--- src/rtl/fib_pkg.sv ---
// Shared definitions for the Fibonacci sequencer: ALU opcodes, data width, FSM states.
package fib_pkg;

   localparam int unsigned DATA_W = 8;
   localparam int unsigned MODE_W = 4;

   localparam logic [MODE_W-1:0] ALU_ADD = 4'b0011;
   localparam logic [MODE_W-1:0] ALU_SUB = 4'b0100;
   localparam logic [MODE_W-1:0] ALU_AND = 4'b0101;
   localparam logic [MODE_W-1:0] ALU_OR  = 4'b0110;
   localparam logic [MODE_W-1:0] ALU_NOT = 4'b1111;
   localparam logic [MODE_W-1:0] ALU_CLR = 4'b1010;

   typedef enum logic [1:0] {
      ST_IDLE = 2'd0,
      ST_RUN  = 2'd1,
      ST_DONE = 2'd2
   } fib_state_t;

endpackage

--- src/rtl/fib_sequencer.sv ---
// Fibonacci term sequencer driving an external ALU: emits n terms, one per cycle.
// Optional feature macro FIB_OVF_STOP_EN: stop the run (and raise sticky ovf)
// before emitting the first term whose value wrapped modulo 256.
// All outputs are registered; they are computed from the next-state values so
// they line up with the state the FSM enters on each edge.
module fib_sequencer
   import fib_pkg::*;
#(
   parameter int unsigned N_W = 8
) (
   input  logic              clk,
   input  logic              rst_n,
   input  logic              start,
   input  logic [N_W-1:0]    n,
   output logic [DATA_W-1:0] alu_a,
   output logic [DATA_W-1:0] alu_b,
   output logic [MODE_W-1:0] alu_mode,
   input  logic [DATA_W-1:0] alu_s,
   output logic [DATA_W-1:0] term_out,
   output logic              term_valid,
   output logic [N_W-1:0]    term_idx,
   output logic              busy,
   output logic              done,
   output logic              ovf
);

   fib_state_t        state, state_d;
   logic [DATA_W-1:0] prev, prev_d;
   logic [DATA_W-1:0] curr, curr_d;
   logic [N_W-1:0]    cnt, cnt_d;
   logic [N_W-1:0]    n_lat, n_lat_d;

   logic [DATA_W-1:0] alu_a_d, alu_b_d, term_out_d;
   logic [MODE_W-1:0] alu_mode_d;
   logic [N_W-1:0]    term_idx_d;
   logic              term_valid_d, busy_d, done_d;

`ifdef FIB_OVF_STOP_EN
   logic prev_wrap, prev_wrap_d;
   logic curr_wrap, curr_wrap_d;
   logic ovf_d;
`else
   assign ovf = 1'b0;
`endif

   // State, datapath and output registers with synchronous active-low reset.
   always_ff @(posedge clk) begin
      if (!rst_n) begin
         state      <= ST_IDLE;
         prev       <= '0;
         curr       <= '0;
         cnt        <= '0;
         n_lat      <= '0;
         alu_a      <= '0;
         alu_b      <= '0;
         alu_mode   <= ALU_CLR;
         term_out   <= '0;
         term_idx   <= '0;
         term_valid <= 1'b0;
         busy       <= 1'b0;
         done       <= 1'b0;
`ifdef FIB_OVF_STOP_EN
         prev_wrap  <= 1'b0;
         curr_wrap  <= 1'b0;
         ovf        <= 1'b0;
`endif
      end else begin
         state      <= state_d;
         prev       <= prev_d;
         curr       <= curr_d;
         cnt        <= cnt_d;
         n_lat      <= n_lat_d;
         alu_a      <= alu_a_d;
         alu_b      <= alu_b_d;
         alu_mode   <= alu_mode_d;
         term_out   <= term_out_d;
         term_idx   <= term_idx_d;
         term_valid <= term_valid_d;
         busy       <= busy_d;
         done       <= done_d;
`ifdef FIB_OVF_STOP_EN
         prev_wrap  <= prev_wrap_d;
         curr_wrap  <= curr_wrap_d;
         ovf        <= ovf_d;
`endif
      end
   end

   // Next-state, datapath update and next-output decode.
   always_comb begin
      state_d      = state;
      prev_d       = prev;
      curr_d       = curr;
      cnt_d        = cnt;
      n_lat_d      = n_lat;
      alu_a_d      = '0;
      alu_b_d      = '0;
      alu_mode_d   = ALU_CLR;
      term_out_d   = '0;
      term_idx_d   = '0;
      term_valid_d = 1'b0;
      busy_d       = 1'b0;
      done_d       = 1'b0;
`ifdef FIB_OVF_STOP_EN
      prev_wrap_d  = prev_wrap;
      curr_wrap_d  = curr_wrap;
      ovf_d        = ovf;
`endif

      case (state)
         ST_IDLE: begin
            if (start) begin
`ifdef FIB_OVF_STOP_EN
               ovf_d = 1'b0;
`endif
               if (n != '0) begin
                  prev_d  = '0;
                  curr_d  = DATA_W'(1);
                  cnt_d   = '0;
                  n_lat_d = n;
`ifdef FIB_OVF_STOP_EN
                  prev_wrap_d = 1'b0;
                  curr_wrap_d = 1'b0;
`endif
                  state_d = ST_RUN;
               end else begin
                  state_d = ST_DONE;
               end
            end
         end
         ST_RUN: begin
            prev_d = curr;
            curr_d = alu_s;
            cnt_d  = cnt + N_W'(1);
            if (cnt == n_lat - N_W'(1)) begin
               state_d = ST_DONE;
            end
`ifdef FIB_OVF_STOP_EN
            // Wrap flags travel with the terms so each term knows if it wrapped.
            curr_wrap_d = (alu_s < curr);
            prev_wrap_d = curr_wrap;
            if (prev_wrap) begin
               ovf_d   = 1'b1;
               state_d = ST_DONE;
            end
`endif
         end
         ST_DONE: begin
            state_d = ST_IDLE;
         end
         default: begin
            state_d = ST_IDLE;
         end
      endcase

      if (state_d == ST_RUN) begin
         alu_a_d      = prev_d;
         alu_b_d      = curr_d;
         alu_mode_d   = ALU_ADD;
         term_out_d   = prev_d;
         term_idx_d   = cnt_d;
         term_valid_d = 1'b1;
         busy_d       = 1'b1;
`ifdef FIB_OVF_STOP_EN
         // A wrapped term at the head of the pipe is never shown.
         if (prev_wrap_d) begin
            term_valid_d = 1'b0;
         end
`endif
      end
      done_d = (state_d == ST_DONE);
   end

endmodule

--- config.mk ---
export PLATFORM = sky130hd
export DESIGN_NAME = fib_sequencer
export DESIGN_NICKNAME = d
export VERILOG_FILES = /design/src/rtl/fib_pkg.sv /design/src/rtl/fib_sequencer.sv
export SDC_FILE = /design/constraint.sdc
export NUM_CORES = 1
export LEC_CHECK = 0
export BUFFER_PORTS_ARGS = -buffer_cell sky130_fd_sc_hd__buf_2
export CORE_ASPECT_RATIO = 0.9
export CORE_MARGIN = 4
export CORE_UTILIZATION = 35
export CTS_CLUSTER_SIZE = 8
export DETAILED_ROUTE_END_ITERATION = 8
export HOLD_SLACK_MARGIN = 0.12
export SLEW_MARGIN = 20
export SYNTH_ARGS = -nofsm -noshare
export SYNTH_HDL_FRONTEND = slang
export SYNTH_SLANG_ARGS = --single-unit
export TNS_END_PERCENT = 100
--- constraint.sdc ---
create_clock -name clk -period 6 [get_ports clk]
set_input_delay 0.6 -clock clk [delete_from_list [all_inputs] [get_ports clk]]
set_output_delay 0.6 -clock clk [all_outputs]
set_load 0.02 [all_outputs]
Word level (Yosys, flattened, before mapping)
Index checks and enable logic that the tools add are counted.
{ "totals": {"wordCells": 36, "output_inout_bits": 40, "regBits": 64} }
{ "classes": {"reduce_logical": 4, "eq_ne": 4, "n_mux": 15, "addsub": 2} }
{ "op_table": {"columns": ["op", "n"], "rows": [
  ["2-to-1 mux 8 bit", 6],
  ["one-hot mux 8 bit (2 select lines)", 3],
  ["adder 8 x 1 -> 8 bit (second input constant)", 1],
  ["equality test 8 bit", 1],
  ["nonzero test 8 bit", 1],
  ["subtractor 8 x 1 -> 8 bit (second input constant)", 1],
  ["2-to-1 mux 2 bit", 3],
  ["equality test 2 x 1 -> 1 bit (second input constant)", 2],
  ["2-to-1 mux 4 bit", 1],
  ["one-hot mux 2 bit (2 select lines)", 1],
  ["AND reduction 3 bit", 1],
  ["equality test 2 bit (second input constant)", 1],
  ["zero test 2 bit", 1],
  ["AND reduction 2 bit", 1],
  ["2-to-1 mux 1 bit", 1]
]} }

Logic depth before layout (Yosys ltp)
{ "logic_depth": {"word_depth": 6, "ltp_mapped": 11} }

Least setup slack after synthesis
OpenSTA, ideal clock, no wires.
{ "synth_path": {"kind": "reg-to-reg", "startpoint": "reg n_lat[0]", "endpoint": "reg alu_b[6]", "slack_ps": 3706, "stages_incl_launch_ff": 11, "t_arrival_ps": 2179, "required_time_ps": 5885, "cell_sequence": "dfxtp_1 -> clkbuf_1 -> inv_1 -> ha_1 -> clkbuf_1 -> or2_2 -> a221oi_1 -> a31o_2 -> nand4b_1 -> clkbuf_1 -> and3_1"} }
{ "synth_between": {"elab_chain_len": 6} }
{ "synth_lines": {"columns": ["item", "line_no", "source"], "rows": [
  ["start: declaration", "fib_sequencer.sv:31", "logic [N_W-1:0] n_lat, n_lat_d;"],
  ["start signal: assignment", "fib_sequencer.sv:72", "n_lat <= n_lat_d;"],
  ["subtractor 8 x 1 -> 8 bit", "fib_sequencer.sv:135", "if (cnt == n_lat - N_W'(1)) begin"],
  ["equality test 8 bit", "fib_sequencer.sv:135", null],
  ["2-to-1 mux 2 bit", "fib_sequencer.sv:135", null],
  ["one-hot mux 2 bit (2 select lines)", "fib_sequencer.sv:110", "case (state)"],
  ["equality test 2 x 1 -> 1 bit", "fib_sequencer.sv:156", "if (state_d == ST_RUN) begin"],
  ["AND reduction 2 bit (no source line)", null, null],
  ["end signal: assignment", "fib_sequencer.sv:74", "alu_b <= alu_b_d;"],
  ["end: declaration", "fib_sequencer.sv:16", "output logic [DATA_W-1:0] alu_b,"]
]} }
No other way between the ends.
A chain may end at the register's enable or synchronous reset.

Worst setup path after layout
{ "layout_path": {"startpoint": "in n[7]", "endpoint": "reg term_idx[0]"} }
{ "layout_between": {"elab_chain_len": 6, "word_cells_on_any_way": 9} }
{ "layout_lines": {"columns": ["item", "line_no", "source"], "rows": [
  ["start: declaration", "fib_sequencer.sv:14", "input logic [N_W-1:0] n,"],
  ["nonzero test 8 bit (*)", "fib_sequencer.sv:116", "if (n != '0) begin"],
  ["2-to-1 mux 2 bit", "fib_sequencer.sv:116", null],
  ["2-to-1 mux 2 bit", "fib_sequencer.sv:112", "if (start) begin"],
  ["one-hot mux 2 bit (2 select lines)", "fib_sequencer.sv:110", null],
  ["equality test 2 x 1 -> 1 bit", "fib_sequencer.sv:156", null],
  ["AND reduction 2 bit (no source line)", null, null],
  ["end signal: assignment", "fib_sequencer.sv:77", "term_idx <= term_idx_d;"],
  ["end: declaration", "fib_sequencer.sv:21", "output logic [N_W-1:0] term_idx,"]
]} }
Every way passes the cells marked *; elsewhere a longest branch is shown, timed or not.

==> metrics.cfg <==
[status]
status = finished clean

[min_path]
min_from = n_lat[7]$_SDFFE_PN0P_
hold_end = n_lat[7]$_SDFFE_PN0P_
hold_depth = 2
hp-class = flop to flop

[logic_synthesis]
synthXorXnorAreaFrac_pct = 3.51
synth-async-reset-ratio_pct = 0
synth_mux_area_share_pct = 0.401
syn_avg_cell_area_um2 = 9.42
yosys.area_share.simple_pct = 24.2
ys_types = 45
synthAdderAreaFrac_pct = 1.00
yosysSeqAreaShare_pct = 48.9
synthCells = 265
synth.cell_area_um2 = 2500
synth_top_family_by_area = simple AND/OR/NAND/NOR gates
synth_compound_area_share_pct = 13.9
ys_ff_latch = 61
synth-main-ff-cell = dfxtp_1
synth_edf_count = 0
yosysWarnings = 0

[clock_network]
cts_buffers = 9
clk_latency_ns = 0.33
cts_resized = 0
cts-htree-levels = 3
clock_sinks = 61
cts_setup_buffers = 0
cts_max_path_buffers = 2
path_clk_slew_ns = 0.06
cts_tree = yes
cts-root-buf = clkbuf_8
ctsHoldBuffers = 0

[detailed_routing]
finalWirelength_um = 5400
drt-initial-drc-count = 150
drt.antenna.violating_nets = 0
vias = 1931
top_layer = met4
drc_errors = 0
wl_met1_um = 2690
wl_met3_um = 287
wl_per_cell_um = 13.6
via_per_inst = 4.88
met2WireLength_um = 2370
first_pass_iters = 4

[sta]
finalWorstPathRequiredPeriod_ns = 3.31
slew_violations = 0
period_share_pct = 55.2
rsz0062_at_grt = false
clock.fmax_mhz = 302
worst_slew_pin_slew_ns = 0.985
hold_viol = 0
slew-limit-headroom_pct = 34.0
finalSetupViolCount = 0
fin_setup_tns_ns = 0
timing.final.ws_setup_ns = 2.69
skew_ns = 0.00827

[placement]
place.gp.congestion = 0.789
dp_hpwl_um = 3580
numPortBuffers = 55
pre_cts_ws_ns = 2.30

[global_routing]
grt_pass1_wl_um = 9430
antenna_found_initial = 0
grt_start_max_net_pins = 38
overflow = 0
grt_pass1_vias = 1943
grt_use_total_pct = 13.8

[die]
die_h_um = 88.1
start_util_pct = 36.9
dieArea_um2 = 8550
row_count = 28
die_w_um = 97.0
core_region_area_um2 = 6760
io_pins = 59

[critical_path]
timing.rr.end = term_idx[0]$_SDFF_PN0_
crit_type = input pin to flop
path_cells = buf_2 -> or4_1 -> o211ai_1 -> nand4b_1 -> and3_1
critical_path_buf_inv_count = 1
worstPathArrival_ns = 3.52
r2r_setup_slack_ns = 2.93
ff2ff_path_depth = 7
r2r-start = n_lat[0]$_SDFFE_PN0P_
worstSetupEndpointType = flop
max_stage_delay_ns = 0.92
cpLargestDelayFamily = simple AND/OR/NAND/NOR gates
critPathMaxFanout = 27
cp_slowest_cell = nand4b_1
startpoint_type = input pin
worst-endpoint-required_ns = 6.21

[power]
peakVddDrop_v = 0.000174
p_total_uw = 967
power_leakage_uw = 0.00139
powerDensity_nw_per_um2 = 326

[cells_and_area]
syn_to_final_growth_pct = 18.8
layout_common_cells = dfxtp_1, buf_2, nand2_1, and3_1, nor2b_1
drive_above_1_share_pct = 24.8
nets = 323
antenna_cells = 0
layout_commonest_cell = dfxtp_1
fillCellCount = 675

[run]
maxCapViolations = 0

==> synthesized netlist by cell type, types with 2 or more instances <==
cell | count | area (µm²)
inv_1 | 5 | 18.8
nand4_1 | 2 | 12.5
clkbuf_1 | 15 | 56.3
buf_6 | 2 | 22.5
o211ai_1 | 2 | 15.0
a31oi_1 | 2 | 12.5
dfxtp_1 | 61 | 1220
nor2b_1 | 17 | 106
o211a_1 | 3 | 30.0
buf_4 | 13 | 97.6
o21ai_0 | 7 | 35.0
xor2_1 | 4 | 35.0
nor2_1 | 10 | 37.5
nor3_1 | 2 | 10.0
a21oi_1 | 3 | 15.0
nand2_1 | 28 | 105
a21boi_1 | 8 | 60.1
ha_1 | 2 | 25.0
a22oi_1 | 16 | 120
nand2b_1 | 4 | 25.0
conb_1 | 2 | 7.51
and3_1 | 27 | 169
nand3_1 | 3 | 15.0
xnor2_1 | 6 | 52.6
==> sequential cells by signal, indices dropped and copies added, names as in the netlist <==
name,cells
alu_b,8
alu_mode,2
cnt,8
curr,8
done,1
n_lat,8
prev,8
state,2
term_idx,8
term_out,8
==> how the worst max path moves through the flow <==
stage / slack (ns) / cells past startpoint / end / start
final: 2.69 / 5 / term_idx[0]$_SDFF_PN0_ / n[7]
after global routing: 2.40 / 5 / term_idx[2]$_SDFF_PN0_ / n[7]
after CTS: 2.66 / 5 / term_idx[0]$_SDFF_PN0_ / n[7]
after detailed placement: 2.30 / 5 / term_idx[0]$_SDFF_PN0_ / n[7]
after global placement: 2.39 / 5 / alu_b[6]$_SDFF_PN0_ / n[7]
after floorplan: 3.71 / 10 / alu_b[6]$_SDFF_PN0_ / n_lat[0]$_SDFFE_PN0P_
==> per-stage QoR <==
step / hold WS [ns] / utilization (%) / cell area, µm² / cells
3_5_place_dp: 0.479 / 40.1 / 2710 / 381
2_1_floorplan: 0.448 / - / 2500 / 266
3_3_place_gp: 0.474 / 40.1 / 2710 / 381
6_report: 0.481 / 43.9 / 2970 / 396
4_1_cts: 0.487 / 43.8 / 2960 / 396
5_1_grt: 0.499 / 43.9 / 2970 / 396
==> routing by layer <==
metal | GRT usage, % | vias to the layer above
li1 | - | 979
met1 | 18.1 | 898
met2 | 20.7 | 49
met3 | 5.57 | 5
met4 | 4.72 | 0
met5 | 0 | -
==> cells by family after synthesis <==
| logic type | count (synthesis) |
|---|---|
| AOI/OAI and AO/OA | 48 |
| xor gates and xnor gates | 10 |
| adders and majority gates | 2 |
| buffers and inverters | 35 |
| DFF | 61 |
| muxes | 1 |
| other | 2 |
| and+or+nand+nor | 106 |
==> tightest hold or removal path, cell delays in order (launching register included) <==
cell      delay, ns
dfxtp_1        0.32
nand2_1        0.06
a21boi_1       0.05
==> power by group <==
| part | switching, µW | internal (µW) | leakage (µW) |
|---|---|---|---|
| Sequential | 9.79 | 418 | 0.000496 |
| Clock | 153 | 296 | 0.000125 |
| Combinational | 56.2 | 34.7 | 0.000765 |
| Total | 219 | 749 | 0.00139 |
==> layout make-up <==
class | instances | area (µm²) | share of cell area [%]
Clock inverter | 4 | 95.1 | 3.21
Clock buffer | 11 | 151 | 5.11
Multi-Input combinational cell | 170 | 1090 | 36.8
Timing Repair Buffer | 55 | 275 | 9.28
Tap cell | 90 | 113 | 3.80
Inverter | 5 | 18.8 | 0.633
Sequential cell | 61 | 1220 | 41.2
Note: power is estimated with default switching activity, not from simulation.
